**config.mk**
```make
export PLATFORM = sky130hd
export DESIGN_NAME = fifo_share_ctrl_flat
export DESIGN_NICKNAME = d
export VERILOG_FILES = /design/src/rtl/fifo_share_pkg.sv /design/src/rtl/fifo_share_ctrl_if.sv /design/src/rtl/fifo_share_ctrl_rr_arbiter.sv /design/src/rtl/fifo_share_ctrl.sv /design/src/flat_wrapper.sv
export SDC_FILE = /design/constraint.sdc
export NUM_CORES = 1
export LEC_CHECK = 0
export BUFFER_PORTS_ARGS = -buffer_cell sky130_fd_sc_hd__buf_2
export CAP_MARGIN = 20
export CORE_MARGIN = 3
export CORE_UTILIZATION = 51
export DETAILED_ROUTE_END_ITERATION = 8
export PLACE_DENSITY_LB_ADDON = 0.2
export SLEW_MARGIN = 15
export SYNTH_ARGS = -nofsm -noshare
export SYNTH_HDL_FRONTEND = slang
export SYNTH_SLANG_ARGS = --single-unit
export TNS_END_PERCENT = 10
```
**constraint.sdc**
```tcl
create_clock -name clk -period 4.6 [get_ports clk]
set_clock_uncertainty 0.15 [all_clocks]
set_input_delay 0.23 -clock clk [delete_from_list [all_inputs] [get_ports clk]]
set_output_delay 0.23 -clock clk [all_outputs]
set_load 0.01 [all_outputs]
```
**src/rtl/fifo_share_pkg.sv**
```systemverilog
// Shared definitions for the shared-FIFO controller: default sizes, the
// pointer/count record and the round-robin pointer helper.
package fifo_share_pkg;

   localparam int unsigned NREQ_DEF  = 4;
   localparam int unsigned WIDTH_DEF = 8;
   localparam int unsigned DEPTH_DEF = 16;

   // Record fields are sized for the largest supported DEPTH; unused upper bits stay zero.
   localparam int unsigned PTR_W = 16;

   typedef logic [PTR_W-1:0] ptr_t;
   typedef logic [PTR_W:0]   cnt_t;

   typedef struct packed {
      ptr_t wr_ptr;
      ptr_t rd_ptr;
      cnt_t count;
   } ptr_rec_t;

   function automatic int unsigned next_rr(input int unsigned idx, input int unsigned nreq);
      return (idx + 1 >= nreq) ? 0 : idx + 1;
   endfunction

endpackage

```
**src/rtl/fifo_share_ctrl_if.sv**
```systemverilog
// Writer/reader/storage signal bundle of the shared-FIFO controller.
// master = requesting agents and storage side, slave = the controller.
interface fifo_share_ctrl_if
   import fifo_share_pkg::*;
#(
   parameter int unsigned NREQ  = NREQ_DEF,
   parameter int unsigned WIDTH = WIDTH_DEF,
   parameter int unsigned DEPTH = DEPTH_DEF
);
   localparam int unsigned AW = $clog2(DEPTH);

   logic [NREQ-1:0]       req;
   logic [NREQ*WIDTH-1:0] wdata;
   logic [NREQ-1:0]       gnt;
   logic                  pop_req;
   logic                  push;
   logic                  pop;
   logic [AW-1:0]         mem_waddr;
   logic [WIDTH-1:0]      mem_wdata;
   logic [AW-1:0]         mem_raddr;
   logic                  rd_valid;
   logic                  fifo_full;
   logic                  fifo_empty;
   logic [AW:0]           count;
   logic                  pop_refused;

   modport master (
      output req, wdata, pop_req,
      input  gnt, push, pop, mem_waddr, mem_wdata, mem_raddr,
             rd_valid, fifo_full, fifo_empty, count, pop_refused
   );

   modport slave (
      input  req, wdata, pop_req,
      output gnt, push, pop, mem_waddr, mem_wdata, mem_raddr,
             rd_valid, fifo_full, fifo_empty, count, pop_refused
   );

endinterface

```
**src/rtl/fifo_share_ctrl_rr_arbiter.sv**
```systemverilog
// Combinational round-robin arbiter: grants the first requester at or after
// rr_ptr (modulo NREQ) when enabled.
module rr_arbiter #(
   parameter int unsigned NREQ = 4,
   parameter int unsigned IW   = 2
) (
   input  logic [NREQ-1:0] req,
   input  logic            enable,
   input  logic [IW-1:0]   rr_ptr,
   output logic [NREQ-1:0] gnt,
   output logic [IW-1:0]   gnt_idx,
   output logic            gnt_valid
);

   logic [IW-1:0] cand;

   always_comb begin
      gnt       = '0;
      gnt_idx   = '0;
      gnt_valid = 1'b0;
      cand      = '0;
      for (int unsigned k = 0; k < NREQ; k++) begin
         cand = IW'((32'(rr_ptr) + k) % NREQ);
         if (enable && !gnt_valid && req[cand]) begin
            gnt[cand] = 1'b1;
            gnt_idx   = cand;
            gnt_valid = 1'b1;
         end
      end
   end

endmodule

```
**src/rtl/fifo_share_ctrl.sv**
```systemverilog
// Shared FIFO controller: arbitrates NREQ writers onto one external storage
// array and owns pointers, occupancy and full/empty flags.
module fifo_share_ctrl
   import fifo_share_pkg::*;
#(
   parameter int unsigned NREQ  = NREQ_DEF,
   parameter int unsigned WIDTH = WIDTH_DEF,
   parameter int unsigned DEPTH = DEPTH_DEF
) (
   input  logic             clk,
   input  logic             rst_n,
   fifo_share_ctrl_if.slave bus
);

   localparam int unsigned AW       = $clog2(DEPTH);
   localparam int unsigned IW       = (NREQ > 1) ? $clog2(NREQ) : 1;
   localparam ptr_t        LAST_PTR = ptr_t'(DEPTH - 1);
   localparam cnt_t        FULL_CNT = cnt_t'(DEPTH);

   ptr_rec_t        rec_q, rec_d;
   logic [IW-1:0]   rr_ptr_q, rr_ptr_d;
   logic            full_q, full_d;
   logic            empty_q, empty_d;
   logic            rd_valid_q;
   logic            refused_q, refused_d;

   logic [NREQ-1:0] gnt;
   logic [IW-1:0]   gnt_idx;
   logic            gnt_valid;
   logic            push;
   logic            pop;

   // Gating on registered full means a pop at full frees the slot for the next cycle only.
   rr_arbiter #(.NREQ(NREQ), .IW(IW)) u_arb (
      .req       (bus.req),
      .enable    (rst_n & ~full_q),
      .rr_ptr    (rr_ptr_q),
      .gnt       (gnt),
      .gnt_idx   (gnt_idx),
      .gnt_valid (gnt_valid)
   );

   assign push = gnt_valid;
   assign pop  = bus.pop_req & ~empty_q & rst_n;

   always_comb begin
      rec_d    = rec_q;
      rr_ptr_d = rr_ptr_q;
      if (push) begin
         rec_d.wr_ptr = (rec_q.wr_ptr == LAST_PTR) ? '0 : rec_q.wr_ptr + 1'b1;
         rr_ptr_d     = IW'(next_rr(32'(gnt_idx), NREQ));
      end
      if (pop) begin
         rec_d.rd_ptr = (rec_q.rd_ptr == LAST_PTR) ? '0 : rec_q.rd_ptr + 1'b1;
      end
      case ({push, pop})
         2'b10:   rec_d.count = rec_q.count + 1'b1;
         2'b01:   rec_d.count = rec_q.count - 1'b1;
         default: rec_d.count = rec_q.count;
      endcase
      full_d    = (rec_d.count == FULL_CNT);
      empty_d   = (rec_d.count == '0);
      refused_d = bus.pop_req & empty_q;
   end

   always_ff @(posedge clk or negedge rst_n) begin
      if (!rst_n) begin
         rec_q      <= '0;
         rr_ptr_q   <= '0;
         full_q     <= 1'b0;
         empty_q    <= 1'b1;
         rd_valid_q <= 1'b0;
         refused_q  <= 1'b0;
      end else begin
         rec_q      <= rec_d;
         rr_ptr_q   <= rr_ptr_d;
         full_q     <= full_d;
         empty_q    <= empty_d;
         rd_valid_q <= pop;
         refused_q  <= refused_d;
      end
   end

   assign bus.gnt         = gnt;
   assign bus.push        = push;
   assign bus.pop         = pop;
   assign bus.mem_waddr   = rec_q.wr_ptr[AW-1:0];
   assign bus.mem_raddr   = rec_q.rd_ptr[AW-1:0];
   assign bus.mem_wdata   = bus.wdata[gnt_idx*WIDTH +: WIDTH];
   assign bus.rd_valid    = rd_valid_q;
   assign bus.fifo_full   = full_q;
   assign bus.fifo_empty  = empty_q;
   assign bus.count       = rec_q.count[AW:0];
   assign bus.pop_refused = refused_q;

endmodule

```
**src/flat_wrapper.sv**
```systemverilog
// flat-port wrapper written by rule: the top's interface ports become plain ports
module fifo_share_ctrl_flat import fifo_share_pkg::*;
#(
   parameter int unsigned NREQ  = NREQ_DEF,
   parameter int unsigned WIDTH = WIDTH_DEF,
   parameter int unsigned DEPTH = DEPTH_DEF
)
  (clk, rst_n, bus_req, bus_wdata, bus_pop_req, bus_gnt, bus_push, bus_pop, bus_mem_waddr, bus_mem_wdata, bus_mem_raddr, bus_rd_valid, bus_fifo_full, bus_fifo_empty, bus_count, bus_pop_refused);
  fifo_share_ctrl_if #(.NREQ(NREQ), .WIDTH(WIDTH), .DEPTH(DEPTH)) bus_i ();
  input  logic clk;
  input  logic rst_n;
  input wire logic [$bits(bus_i.req)-1:0] bus_req;
  input wire logic [$bits(bus_i.wdata)-1:0] bus_wdata;
  input wire logic [$bits(bus_i.pop_req)-1:0] bus_pop_req;
  output wire logic [$bits(bus_i.gnt)-1:0] bus_gnt;
  output wire logic [$bits(bus_i.push)-1:0] bus_push;
  output wire logic [$bits(bus_i.pop)-1:0] bus_pop;
  output wire logic [$bits(bus_i.mem_waddr)-1:0] bus_mem_waddr;
  output wire logic [$bits(bus_i.mem_wdata)-1:0] bus_mem_wdata;
  output wire logic [$bits(bus_i.mem_raddr)-1:0] bus_mem_raddr;
  output wire logic [$bits(bus_i.rd_valid)-1:0] bus_rd_valid;
  output wire logic [$bits(bus_i.fifo_full)-1:0] bus_fifo_full;
  output wire logic [$bits(bus_i.fifo_empty)-1:0] bus_fifo_empty;
  output wire logic [$bits(bus_i.count)-1:0] bus_count;
  output wire logic [$bits(bus_i.pop_refused)-1:0] bus_pop_refused;
  assign bus_i.req = bus_req;
  assign bus_i.wdata = bus_wdata;
  assign bus_i.pop_req = bus_pop_req;
  assign bus_gnt = bus_i.gnt;
  assign bus_push = bus_i.push;
  assign bus_pop = bus_i.pop;
  assign bus_mem_waddr = bus_i.mem_waddr;
  assign bus_mem_wdata = bus_i.mem_wdata;
  assign bus_mem_raddr = bus_i.mem_raddr;
  assign bus_rd_valid = bus_i.rd_valid;
  assign bus_fifo_full = bus_i.fifo_full;
  assign bus_fifo_empty = bus_i.fifo_empty;
  assign bus_count = bus_i.count;
  assign bus_pop_refused = bus_i.pop_refused;
  fifo_share_ctrl #(.NREQ(NREQ), .WIDTH(WIDTH), .DEPTH(DEPTH)) u_core (.clk(clk), .rst_n(rst_n), .bus(bus_i));
endmodule
```
After elaboration in Yosys (flattened, before gate mapping)
Index checks and enable logic that the tools add are counted.
- bits in read-only memories: 0
- memory bits (writable): 0
- memories kept: 0
- input bits: 39
- flip-flop bits (word level): 55
- bits in latches: 0
- word-level logic and storage cells: 87
- output and inout port bits: 31
- reductions and logical operators: 15
- $mul: 0
- mux-type cells: 32
- bitwise operators: 9
- shifts and indexed selects: 1
- $add $sub $neg: 8
- div/mod/pow operators: 0
- eq/ne operators: 5
- order comparisons: 9
- operator list (cell ; number):
    17-bit one-hot mux with 2 select lines ; 1
    16-bit by 1-bit adder with 16-bit output (second input constant) ; 2
    16-bit by 4-bit == test with 1-bit output (second input constant) ; 2
    16-bit 2-to-1 mux ; 2
    32-bit by 6-bit variable part select with 8-bit output ; 1
    17-bit by 1-bit adder with 17-bit output (second input constant) ; 1
    17-bit by 5-bit == test with 1-bit output (second input constant) ; 1
    17-bit zero test ; 1
    17-bit by 1-bit subtractor with 17-bit output (second input constant) ; 1
    4-bit 2-to-1 mux ; 4
    2-bit by 3-bit less-than comparator with 1-bit output (second input constant) ; 4
    1-bit 2-to-1 mux ; 12
    4-bit OR ; 3
    1-bit logical AND ; 11
    2-bit 2-to-1 mux ; 5
    1-bit binary-select mux with 2-bit select ; 4
    1-bit demux with 2-bit select ; 4
    2-bit by 1-bit greater-or-equal comparator with 1-bit output (second input constant) ; 4
    2-bit adder (second input constant) ; 2
    1-bit bitwise AND ; 4
    2-bit by 1-bit adder with 3-bit output (second input constant) ; 1
    3-bit greater-or-equal comparator (second input constant) ; 1
    1-bit zero test ; 3
    2-bit by 1-bit adder with 2-bit output (second input constant) ; 1
    other kinds (3) ; 4

Depth between registers and ports, before layout
Gate-level depths: netlist of the first run.
- depth after elaboration: 19
- gate-level depth with buffers: 18
- mapped depth without buffers: 15

Modules after synthesis
From an unflattened synthesis of the first run, not the netlist that was laid out.
- cells, all modules: 508
- area, all modules: 4531.8 um^2
- modules (own cells, without submodules) (module ; instances ; sequential area each (um^2) ; cells each ; area an instance (um^2)):
    fifo_share_ctrl ; 1 ; 1377.6 ; 442 ; 3982.6
    rr_arbiter ; 1 ; 0.0 ; 66 ; 549.3

Least setup slack after synthesis of the first run
No wires, ideal clock.
- path type: register -> register
- start: reg (tool-made name)
- end: reg u_core.empty_q (netlist: u_core.bus.fifo_empty)
- library setup time: 97 ps
- buffers on the path: 3
- arrival: 4521 ps
- path slack: -168 ps
- clock period less this slack: 4768 ps
- required time: 4353 ps
- cell stages (with the launch flop): 19
- cells stage by stage: dfrtp_1 > buf_6 > inv_1 > ha_1 > mux4_2 > and3b_1 > buf_6 > nand2b_4 > nor3b_4 > ha_1 > ha_1 > clkbuf_1 > and3_1 > nor2b_1 > a311oi_1 > xnor2_1 > o21ai_0 > a2111o_1 > nor4_1
- RTL lines (what ; line ; source):
    end signal: assignment ; fifo_share_ctrl.sv:78 ; empty_q <= empty_d;
    end: declaration ; fifo_share_ctrl.sv:23 ; logic empty_q, empty_d;

==> results of run 1 <==
-- what timing repair did --
item                                    in CTS  in global routing
endpoints found under the hold margin        1                  0
buffers inserted                             0                  1
hold buffers                                 1                  0
pin swaps                                    0                  2
gates resized for setup                      1                 16
endpoints found under the setup margin       1                  3
-- how the worst min path moves through the flow --
| stage | to | slack, ns | cells after the start |
|---|---|---|---|
| after CTS | u_core.rec_q[44]$_DFFE_PN0P_ | 0.006 | 2 |
| after floorplan | asynchronous set/reset pin | -0.22 | 0 |
| after detailed placement | u_core.rec_q[48]$_DFFE_PN0P_ | 0.32 | 1 |
| after global routing | u_core.rec_q[45]$_DFFE_PN0P_ | 0.04 | 2 |
| final | u_core.rec_q[41]$_DFFE_PN0P_ | -0.009 | 2 |
| after global placement | u_core.bus.pop_refused$_DFF_PN0_ | 0.31 | 2 |
-- sequential cells by signal, indices dropped and copies added (netlist names), named ones only --
| name | cells |
|---|---|
| u_core.bus.pop_refused | 1 |
| u_core.bus.mem_raddr | 4 |
| u_core.bus.mem_waddr | 4 |
| u_core.bus.rd_valid | 1 |
| u_core.rec_q | 36 |
| u_core.rr_ptr_q | 1 |
| u_core.bus.count | 5 |
| u_core.bus.fifo_full | 1 |
| u_core.bus.fifo_empty | 1 |
-- cells in the mapped netlist (all sizes together) (2+ instances only) --
cell type	number
a211oi	3
a21o	3
mux2	2
nand4	12
a222oi	4
nand2	62
a31oi	7
o31ai	5
nor3	3
o21bai	2
mux4	4
ha	22
nor4	11
and3	12
xnor2	23
and2	3
dfrtp	54
xor2	13
nand2b	6
o21ai	35
o311ai	2
o21a	2
nor2b	3
a21oi	16
o32a	2
buf	19
clkbuf	9
nor2	18
inv	13
or3	2
nand3	11
o211ai	3
mux2i	26
nor3b	3
-- worst max-delay path: stages (launching register included) --
cell	delay [ns]
dfrtp_1	0.36
buf_4	0.19
mux4_2	0.54
and3b_1	0.26
nand2b_4	0.16
nor3b_4	0.06
ha_4	0.21
fa_1	0.44
a211oi_2	0.33
o21ai_2	0.14
xnor2_1	0.15
o21ai_0	0.11
or3_1	0.45
a2111o_1	0.45
nor4_1	0.23
-- kinds of logic after synthesis --
family / after synthesis
and+or+nand+nor: 148
AOI/OAI and AO/OA: 95
DFF: 55
buffers and inverters: 41
xor gates and xnor gates: 36
muxes: 32
adders and majority gates: 23
-- power by group --
part           switching (W)  total [W]  internal [W]  leakage [nW]
clock               0.000157   0.000322      0.000165        0.0558
combinational        0.00100    0.00177      0.000771          1.35
sequential          0.000131   0.000749      0.000618         0.714
total                0.00129    0.00284       0.00155          2.12
-- final cells by class --
class,instances,area [um^2],area share (%)
multi-input combinational,334,2430,53.4
timing repair buffer,82,453,9.98
clock inverter,2,38.8,0.854
tap,99,124,2.73
clock buffer,6,72.6,1.60
inverter,13,48.8,1.07
sequential,55,1380,30.3
-- routing by layer --
layer,GRT usage (%),vias up,routed length [um]
met3,3.45,14,429
met1,28.8,1602,4270
met2,33.0,89,4060
met5,0,-,0
li1,-,1676,-
met4,4.81,0,109
-- stage by stage --
| step | cells | area (um^2) | hold slack [ns] | worst slack [ns] |
|---|---|---|---|---|
| 6_report | 591 | 4540 | -0.00877 | 0.276 |
| 5_1_grt | 591 | 4540 | 0.0379 | 0.00718 |
| 4_1_cts | 589 | 4450 | 0.00588 | 0.00453 |
| 3_5_place_dp | 580 | 4330 | 0.315 | 0.00468 |
| 3_3_place_gp | 580 | 4330 | 0.310 | 0.167 |
| 2_1_floorplan | 430 | 3960 | -0.216 | 0.0150 |
==> out/metrics.yaml, run 1 <==
worst_setup_path:
  cp-end-kind: "flip-flop"
  ff2ff_path_depth: 14
  endpoint: "u_core.bus.fifo_full$_DFF_PN0_"
  r2r_setup_slack_ns: 0.28
  cp-start-kind: "flip-flop"
  crit_fanout: 9
  r2r_end: "u_core.bus.fifo_full$_DFF_PN0_"
  worstPathArrival_ns: 4.37
  cp.required_ns: 4.65
  crit_type: "reg2reg"
floorplan:
  row_count: 31
  coreArea_um2: 7410
  die_width_um: 94.1
  io_pins: 70
  start_util_pct: 53.5
  die_area_um2: 8860
  die_h_um: 94.1
sta:
  fin_tns_setup_ns: 0
  slew_viol_final: 0
  period_minus_slack_ns: 4.32
  hold_viol_final: 22
  relSlewSlack_pct: 54.6
  period_share_pct: 94.0
  setup_viol: 0
  worstMarginPinSlew_ns: 0.681
  fmax_ghz: 0.231
  rsz0062_at_grt: "no"
  whs_ns: -0.00877
drt:
  first_pass_iters: 5
  vias_per_cell: 5.72
  vias: 3381
  drt-initial-drc-count: 232
  wl_per_cell_um: 15.0
  ant_nets: 0
  drc: 0
  wirelength_um: 8870
logic_synthesis:
  avgSynthCellArea_um2: 9.21
  synth-compound-area-share_pct: 15.4
  synthArstFlopShare_pct: 100
  netlist_area_um2: 3960
  synth_cells: 430
  synth_seq_cells: 55
  synthFlopType: "dfrtp_1"
  synth.net_count: 492
  synthAdderAreaFrac_pct: 7.46
  synth_top_family_by_area: "simple AND/OR/NAND/NOR gates"
  synth_cell_types: 58
  synth_top_area_share_pct: 34.1
  synth-xor-area-share_pct: 7.96
  ys_warn_count: 0
  synth_edf_count: 0
  synth.area.top_cells: "dfrtp_1 (34%), ha_1 (7.0%), mux2i_1 (6.6%)"
  synth_simple_gate_area_share_pct: 19.1
  yosys.area.top_type: "dfrtp_1"
  synth.mux.area_fraction_pct: 9.42
  yosysSeqAreaShare_pct: 34.8
clocking:
  cts.sink_count: 55
  cts_tree: "built"
  clkLatencyLatePin_ns: 0.30
  cts_made_buffers: 5
  cts_root_buffer: "clkbuf_8"
  htree_num_levels: 2
  cts_max_path_buffers: 2
  cts.clk_slew.worst_paths_ns: 0.10
placed_design:
  place.gp.congestion: 0.909
  dp_hpwl_um: 6710
  portBuffers: 69
global_routing:
  grt_pass1_wl_um: 14800
  grt_pass1_vias: 3243
  antenna_found_initial: 0
  grtUsageTotal_pct: 20.5
  grt_overflow: 0
  grt_max_degree: 56
finish:
  drive_above_1_share_pct: 23.8
  fin_util_pct: 61.3
  area_delta_synth_final_pct: 14.7
  finalNetCount: 553
  mostFrequentLayoutCell: "buf_2"
  fill_cells: 667
  antenna_cells: 0
  layout_common_cells: "buf_2 (69), nand2_1 (62), dfrtp_1 (54), o21ai_0 (30), mux2i_1 (26)"
pwr:
  total_power_w: 0.00284
  leakagePower_nw: 2.12
  irDropWorstVdd_mv: 0.396
  pwr_density_cell_nw_per_um2: 627
flow_run:
  cap_violations: 0
outcome:
  status: "complete, but fails checks"
  violations: "negative hold slack"
hold_path:
  min_path_type: "in2async"
(Power assumes the default switching activity.)
==> run 2, diff against run 1 <==
Clock period 4.6 ns to 3.6 ns, I/O delays scaled along.
==> out/metrics.yaml, run 2 (synthesis gave the netlist of run 1 again) <==
outcome:
  status: "complete, but fails checks"  # unchanged
  violations: "negative hold slack, negative setup slack"  # was negative hold slack
global_routing:
  grt_overflow: 0  # unchanged
  grtUsageTotal_pct: 23.1  # was 20.5%
  grt_pass1_vias: 3603  # was 3243
  antenna_found_initial: 0  # unchanged
  grt_max_degree: 56  # unchanged
  grt_pass1_wl_um: 16600  # was 14800 um
clocking:
  cts_made_buffers: 5  # unchanged
  htree_num_levels: 2  # unchanged
  cts_tree: "built"  # unchanged
  cts.clk_slew.worst_paths_ns: 0.11  # was 0.10 ns
  cts_max_path_buffers: 2  # unchanged
  clkLatencyLatePin_ns: 0.31  # was 0.30 ns
  cts_root_buffer: "clkbuf_8"  # unchanged
  cts.sink_count: 55  # unchanged
floorplan:
  row_count: 31  # unchanged
  die_width_um: 94.1  # unchanged
  die_h_um: 94.1  # unchanged
  die_area_um2: 8860  # unchanged
  coreArea_um2: 7410  # unchanged
  io_pins: 70  # unchanged
  start_util_pct: 53.5  # unchanged
worst_setup_path:
  r2r_end: "u_core.bus.fifo_empty$_DFF_PN1_"  # was u_core.bus.fifo_full$_DFF_PN0_
  ff2ff_path_depth: 16  # was 14
  crit_type: "reg2reg"  # unchanged
  cp-end-kind: "flip-flop"  # unchanged
  r2r_setup_slack_ns: -0.66  # was 0.28 ns
  cp-start-kind: "flip-flop"  # unchanged
  cp.required_ns: 3.68  # was 4.65 ns
  crit_fanout: 8  # was 9
  worstPathArrival_ns: 4.33  # was 4.37 ns
placed_design:
  place.gp.congestion: 0.908  # was 0.909
  dp_hpwl_um: 7710  # was 6710 um
  portBuffers: 69  # unchanged
  place_area_um2: 4890  # was 4330 um^2
  placed_cells: 649  # was 580
drt:
  vias_per_cell: 5.55  # was 5.72
  top_layer: "met4"  # unchanged
  route.met3.wl_um: 340  # was 429 um
  drt-initial-drc-count: 162  # was 232
  met2_length_um: 5310  # was 4060 um
  wl_per_cell_um: 15.3  # was 15.0 um
  ant_nets: 0  # unchanged
  first_pass_iters: 5  # unchanged
  vias: 3699  # was 3381
  wirelength_um: 10200  # was 8870 um
  drt-met1-wl_um: 4370  # was 4270 um
  drc: 0  # unchanged
finish:
  mostFrequentLayoutCell: "buf_4"  # was buf_2
  largest_reg_flops: 36  # unchanged
  fill_cells: 580  # was 667
  instances_no_fill: 667  # was 591
  finalNetCount: 629  # was 553
  area_delta_synth_final_pct: 32.6  # was 14.7%
  final_area_um2: 5250  # was 4540 um^2
  antenna_cells: 0  # unchanged
  layout_common_cells: "buf_4 (85), buf_2 (69), nand2_1 (62), dfrtp_1 (53), mux2i_1 (26)"  # was buf_2 (69), nand2_1 (62), dfrtp_1 (54), o21ai_0 (30), mux2i_1 (26)
  drive_above_1_share_pct: 38.4  # was 23.8%
  regMostFlops: "u_core.rec_q"  # unchanged
pwr:
  irDropWorstVdd_mv: 0.585  # was 0.396 mV
  seqPwrFrac_pct: 22.5  # was 26.3%
  combinationalPowerShare_pct: 68.8  # was 62.4%
  clkPwrFrac_pct: 8.7  # was 11.3%
  p_int_w: 0.00246  # was 0.00155 W
  total_power_w: 0.00437  # was 0.00284 W
  power.switching_w: 0.00191  # was 0.00129 W
  swShare_pct: 43.7  # was 45.4%
  pwr_density_cell_nw_per_um2: 833  # was 627 nW/um^2
  leakagePower_nw: 2.50  # was 2.12 nW
sta:
  setup_viol: 10  # was 0
  period_minus_slack_ns: 4.26  # was 4.32 ns
  setup_ws_ns: -0.656  # was 0.276 ns
  period_share_pct: 118  # was 94.0%
  relSlewSlack_pct: 54.0  # was 54.6%
  rsz0062_at_grt: "yes"  # was no
  slew_viol_final: 0  # unchanged
  worstMarginPinSlew_ns: 0.690  # was 0.681 ns
  whs_ns: -0.0173  # was -0.00877 ns
  hold_viol_final: 53  # was 22
  fmax_ghz: 0.235  # was 0.231 GHz
hold_path:
  min_path_type: "in2async"  # unchanged
flow_run:
  cap_violations: 0  # unchanged
[run 2: cell count changes in the layout (fill, tap and decap cells not counted), sizes merged]
cell    delta
clkinv     +1
buf       +76
bufinv     -1
[run 2: worst max path at each step]
stage | from | endpoint | slack, ns
4_1_cts | flip-flop | u_core.bus.fifo_full$_DFF_PN0_ | -0.60
3_3_place_gp | flip-flop | u_core.bus.fifo_full$_DFF_PN0_ | -0.64
2_1_floorplan | flip-flop | u_core.bus.fifo_empty$_DFF_PN1_ | -0.64
3_5_place_dp | flip-flop | u_core.bus.fifo_full$_DFF_PN0_ | -0.76
5_1_grt | flip-flop | u_core.bus.fifo_empty$_DFF_PN1_ | -0.88
6_report | flip-flop | u_core.bus.fifo_empty$_DFF_PN1_ | -0.66
[run 2: per-layer routing]
layer | vias to the layer above | GRT usage (%)
met1 | 1783 | 29.9
met2 | 68 | 40.3
met5 | - | 0
met3 | 18 | 3.85
met4 | 0 | 5.54
li1 | 1830 | -
[run 2: cell type report]
| cell class | instances | area, um^2 | area share, % |
|---|---|---|---|
| Timing Repair Buffer | 158 | 1030 | 19.6 |
| Multi-Input combinational cell | 334 | 2570 | 49.0 |
| Clock buffer | 6 | 82.6 | 1.57 |
| Clock inverter | 2 | 20.0 | 0.381 |
| Sequential cell | 55 | 1380 | 26.3 |
| Inverter | 13 | 48.8 | 0.929 |
| Tap cell | 99 | 124 | 2.36 |
[run 2: power groups by stage]
stage	logic, W	registers [W]	clock network [W]
after floorplan	0.00176	0.000929	0
after global placement	0.00263	0.000971	0
after detailed placement	0.00272	0.000983	0
after CTS	0.00285	0.000977	0.000389
after global routing	0.00331	0.00101	0.000419
final	0.00301	0.000984	0.000381
[run 2: timing repair]
item                                   in CTS  in global routing
buffers inserted                            3                  6
endpoints found under the hold margin       1                  0
gates resized for setup                    24                 22
hold buffers                                1                  0
pin swaps                                   8                 12
setup endpoints to repair                  10                 20
[run 2: metrics by stage]
step                      utilization, %  setup TNS [ns]  setup slack (ns)
after floorplan                        -           -2.53            -0.640
after global placement              66.0           -2.31            -0.641
final                               70.9           -2.39            -0.656
after detailed placement            66.0           -3.07            -0.763
after CTS                           69.2           -2.32            -0.603
after global routing                70.9           -4.42            -0.881
[run 2: critical path: stages, from the launching register on]
cell       delay (ns)
dfrtp_2          0.44
inv_2            0.07
ha_4             0.27
mux4_2           0.27
and3b_1          0.19
nand2b_4         0.15
nor3b_4          0.23
ha_4             0.25
buf_6            0.15
ha_2             0.33
o21ai_0          0.19
o21bai_1         0.10
nand2b_1         0.15
o211ai_1         0.31
o2111ai_2        0.21
a2111o_1         0.45
nor4_2           0.25
==> run 3, diff against run 2 <==
--- a/config.mk
+++ b/config.mk
@@ -10,4 +10,5 @@
 export CORE_MARGIN = 3
-export CORE_UTILIZATION = 51
+export CORE_UTILIZATION = 57
 export DETAILED_ROUTE_END_ITERATION = 8
+export GPL_TIMING_DRIVEN = 0
 export PLACE_DENSITY_LB_ADDON = 0.2
==> constraint.sdc (replaced) <==
create_clock -name clk -period 4.25 [get_ports clk]
set_clock_uncertainty 0.15 [all_clocks]
set_input_delay 0.2125 -clock clk [delete_from_list [all_inputs] [get_ports clk]]
set_output_delay 0.2125 -clock clk [all_outputs]
set_load 0.02 [all_outputs]
==> out/metrics.yaml, run 3 (synthesis gave the netlist of run 1 again) <==
outcome:
  status: "complete, but fails checks"  # unchanged
  violations: "negative setup slack"  # was negative hold slack, negative setup slack
sta:
  relSlewSlack_pct: 51.0  # was 54.0%
  slew_viol_final: 0  # unchanged
  fmax_ghz: 0.226  # was 0.235 GHz
  rsz0062_at_grt: "yes"  # unchanged
  setup_viol: 2  # was 10
  setup_ws_ns: -0.176  # was -0.656 ns
  worstMarginPinSlew_ns: 0.726  # was 0.690 ns
  hold_viol_final: 0  # was 53
  period_share_pct: 104  # was 118%
  period_minus_slack_ns: 4.43  # was 4.26 ns
placed_design:
  placed_cells: 576  # was 649
  dp_hpwl_um: 6910  # was 7710 um
  portBuffers: 69  # unchanged
  place.gp.congestion: 0.896  # was 0.908
clocking:
  clkLatencyLatePin_ns: 0.31  # about the same
  cts_max_path_buffers: 2  # unchanged
  cts_made_buffers: 5  # unchanged
  cts_tree: "built"  # unchanged
  cts.clk_slew.worst_paths_ns: 0.09  # was 0.11 ns
  cts.sink_count: 55  # unchanged
  htree_num_levels: 2  # unchanged
  cts_root_buffer: "clkbuf_8"  # unchanged
pwr:
  seqPwrFrac_pct: 22.4  # was 22.5%
  swShare_pct: 46.3  # was 43.7%
  power.switching_w: 0.00173  # was 0.00191 W
  leakagePower_nw: 2.34  # was 2.50 nW
  total_power_w: 0.00374  # was 0.00437 W
  pwr_density_cell_nw_per_um2: 737  # was 833 nW/um^2
  clkPwrFrac_pct: 8.4  # was 8.7%
  p_int_w: 0.00201  # was 0.00246 W
  irDropWorstVdd_mv: 0.524  # was 0.585 mV
  combinationalPowerShare_pct: 69.3  # was 68.8%
drt:
  wl_per_cell_um: 16.9  # was 15.3 um
  drc: 0  # unchanged
  drt-initial-drc-count: 231  # was 162
  ant_nets: 0  # unchanged
  first_pass_iters: 5  # unchanged
  vias_per_cell: 6.01  # was 5.55
  wirelength_um: 10300  # was 10200 um
  vias: 3668  # was 3699
finish:
  finalNetCount: 594  # was 629
  largest_reg_flops: 36  # unchanged
  mostFrequentLayoutCell: "buf_2"  # was buf_4
  multi_input_area_um2: 2640  # was 2570 um^2
  antenna_cells: 0  # unchanged
  seqCellArea_um2: 1380  # unchanged
  fill_cells: 455  # was 580
  layout_common_cells: "buf_2 (68), nand2_1 (61), dfrtp_1 (53), buf_4 (37), o21ai_0 (27)"  # was buf_4 (85), buf_2 (69), nand2_1 (62), dfrtp_1 (53), mux2i_1 (26)
  drive_above_1_share_pct: 34.0  # was 38.4%
  area_delta_synth_final_pct: 28.2  # was 32.6%
  instances_no_fill: 610  # was 667
  regMostFlops: "u_core.rec_q"  # unchanged
floorplan:
  die_h_um: 89.4  # was 94.1 um
  io_pins: 70  # unchanged
  coreArea_um2: 6530  # was 7410 um^2
  die_width_um: 89.4  # was 94.1 um
  row_count: 29  # was 31
  die_area_um2: 7980  # was 8860 um^2
  start_util_pct: 60.6  # was 53.5%
global_routing:
  antenna_found_initial: 0  # unchanged
  grt_overflow: 0  # unchanged
  grtUsageTotal_pct: 26.3  # was 23.1%
  grt_pass1_wl_um: 16600  # about the same
  grt_max_degree: 55  # was 56
  grt_pass1_vias: 3565  # was 3603
worst_setup_path:
  ff2ff_path_depth: 17  # was 16
  r2r_end: "u_core.bus.fifo_empty$_DFF_PN1_"  # unchanged
  crit_fanout: 6  # was 8
  crit_type: "reg2reg"  # unchanged
  worstPathArrival_ns: 4.49  # was 4.33 ns
  cp-end-kind: "flip-flop"  # unchanged
  cp-start-kind: "flip-flop"  # unchanged
  r2r_setup_slack_ns: -0.18  # was -0.66 ns
  cp.required_ns: 4.31  # was 3.68 ns
hold_path:
  min_path_type: "in2async"  # unchanged
flow_run:
  cap_violations: 0  # unchanged
-- run 3: cell count changes in the layout (fill, tap and decap cells not counted), moves of 3 or more --
cell	delta
o21ai_1	-3
buf_6	+5
buf_4	-48
o31ai_1	+3
ha_4	+5
o31ai_2	-3
ha_1	-3
clkbuf_1	+4
-- run 3: layer usage --
layer  part of all wire, %  GRT usage (%)
met5                     0              0
met4                   2.5           8.93
met3                   5.7           3.96
met2                    50           46.5
met1                    42           32.7
-- run 3: power groups by stage --
stage | clock [W] | combinational [W] | sequential [W]
3_3_place_gp | 0 | 0.00201 | 0.000825
4_1_cts | 0.000319 | 0.00240 | 0.000828
5_1_grt | 0.000340 | 0.00283 | 0.000860
6_report | 0.000313 | 0.00259 | 0.000836
3_5_place_dp | 0 | 0.00207 | 0.000831
2_1_floorplan | 0 | 0.00161 | 0.000787
-- run 3: per-stage QoR --
stage	setup TNS (ns)	utilization (%)	worst slack, ns	hold slack, ns	area, um^2
3_5_place_dp	-2.33	68.2	-0.771	0.164	4460
5_1_grt	-0.747	77.7	-0.372	0.301	5080
2_1_floorplan	0	-	0.00648	-0.233	4010
6_report	-0.232	77.7	-0.176	0.301	5080
3_3_place_gp	-2.74	68.2	-0.817	0.291	4450
4_1_cts	-0.122	75.4	-0.0925	0.289	4930
-- run 3: worst max path at each step --
stage	slack (ns)	depth (start not counted)	from	to
global placement	-0.82	15	rst_n	u_core.bus.fifo_empty$_DFF_PN1_
global route	-0.37	17	flip-flop	u_core.bus.fifo_empty$_DFF_PN1_
floorplan	0.006	18	flip-flop	u_core.bus.fifo_empty$_DFF_PN1_
CTS	-0.09	17	flip-flop	u_core.bus.fifo_empty$_DFF_PN1_
finish	-0.18	17	flip-flop	u_core.bus.fifo_empty$_DFF_PN1_
detailed placement	-0.77	17	u_core.rr_ptr_q[1]$_DFFE_PN0P_	u_core.bus.fifo_empty$_DFF_PN1_
-- run 3: layout make-up --
cell class / instances / share of cell area (%)
clock inverter: 2 / 0.320
tap: 77 / 1.90
buffer: 22 / 3.03
clock buffer: 6 / 1.63
timing repair buffer: 101 / 12.9
inverter: 13 / 1.01
multi-input combinational: 334 / 52.0
sequential: 55 / 27.2
-- run 3: what timing repair did --
action / in CTS / in global routing
gates resized for setup: 43 / 26
pin swaps: 15 / 21
setup endpoints to repair: 6 / 5
setup buffers: 24 / 5
endpoints found under the hold margin: 55 / 0
hold buffers: 3 / 0
-- run 3: critical path, cell delays in order (launching register included) --
cell,delay (ns)
dfrtp_1,0.38
buf_6,0.15
inv_4,0.04
ha_4,0.26
mux4_2,0.27
and3b_2,0.23
nand2b_4,0.16
nor3b_4,0.25
ha_4,0.20
buf_6,0.13
ha_2,0.21
o211ai_1,0.14
o21ai_2,0.30
a31oi_2,0.17
o31ai_1,0.39
xnor2_1,0.17
o311ai_0,0.64
nor4_4,0.07
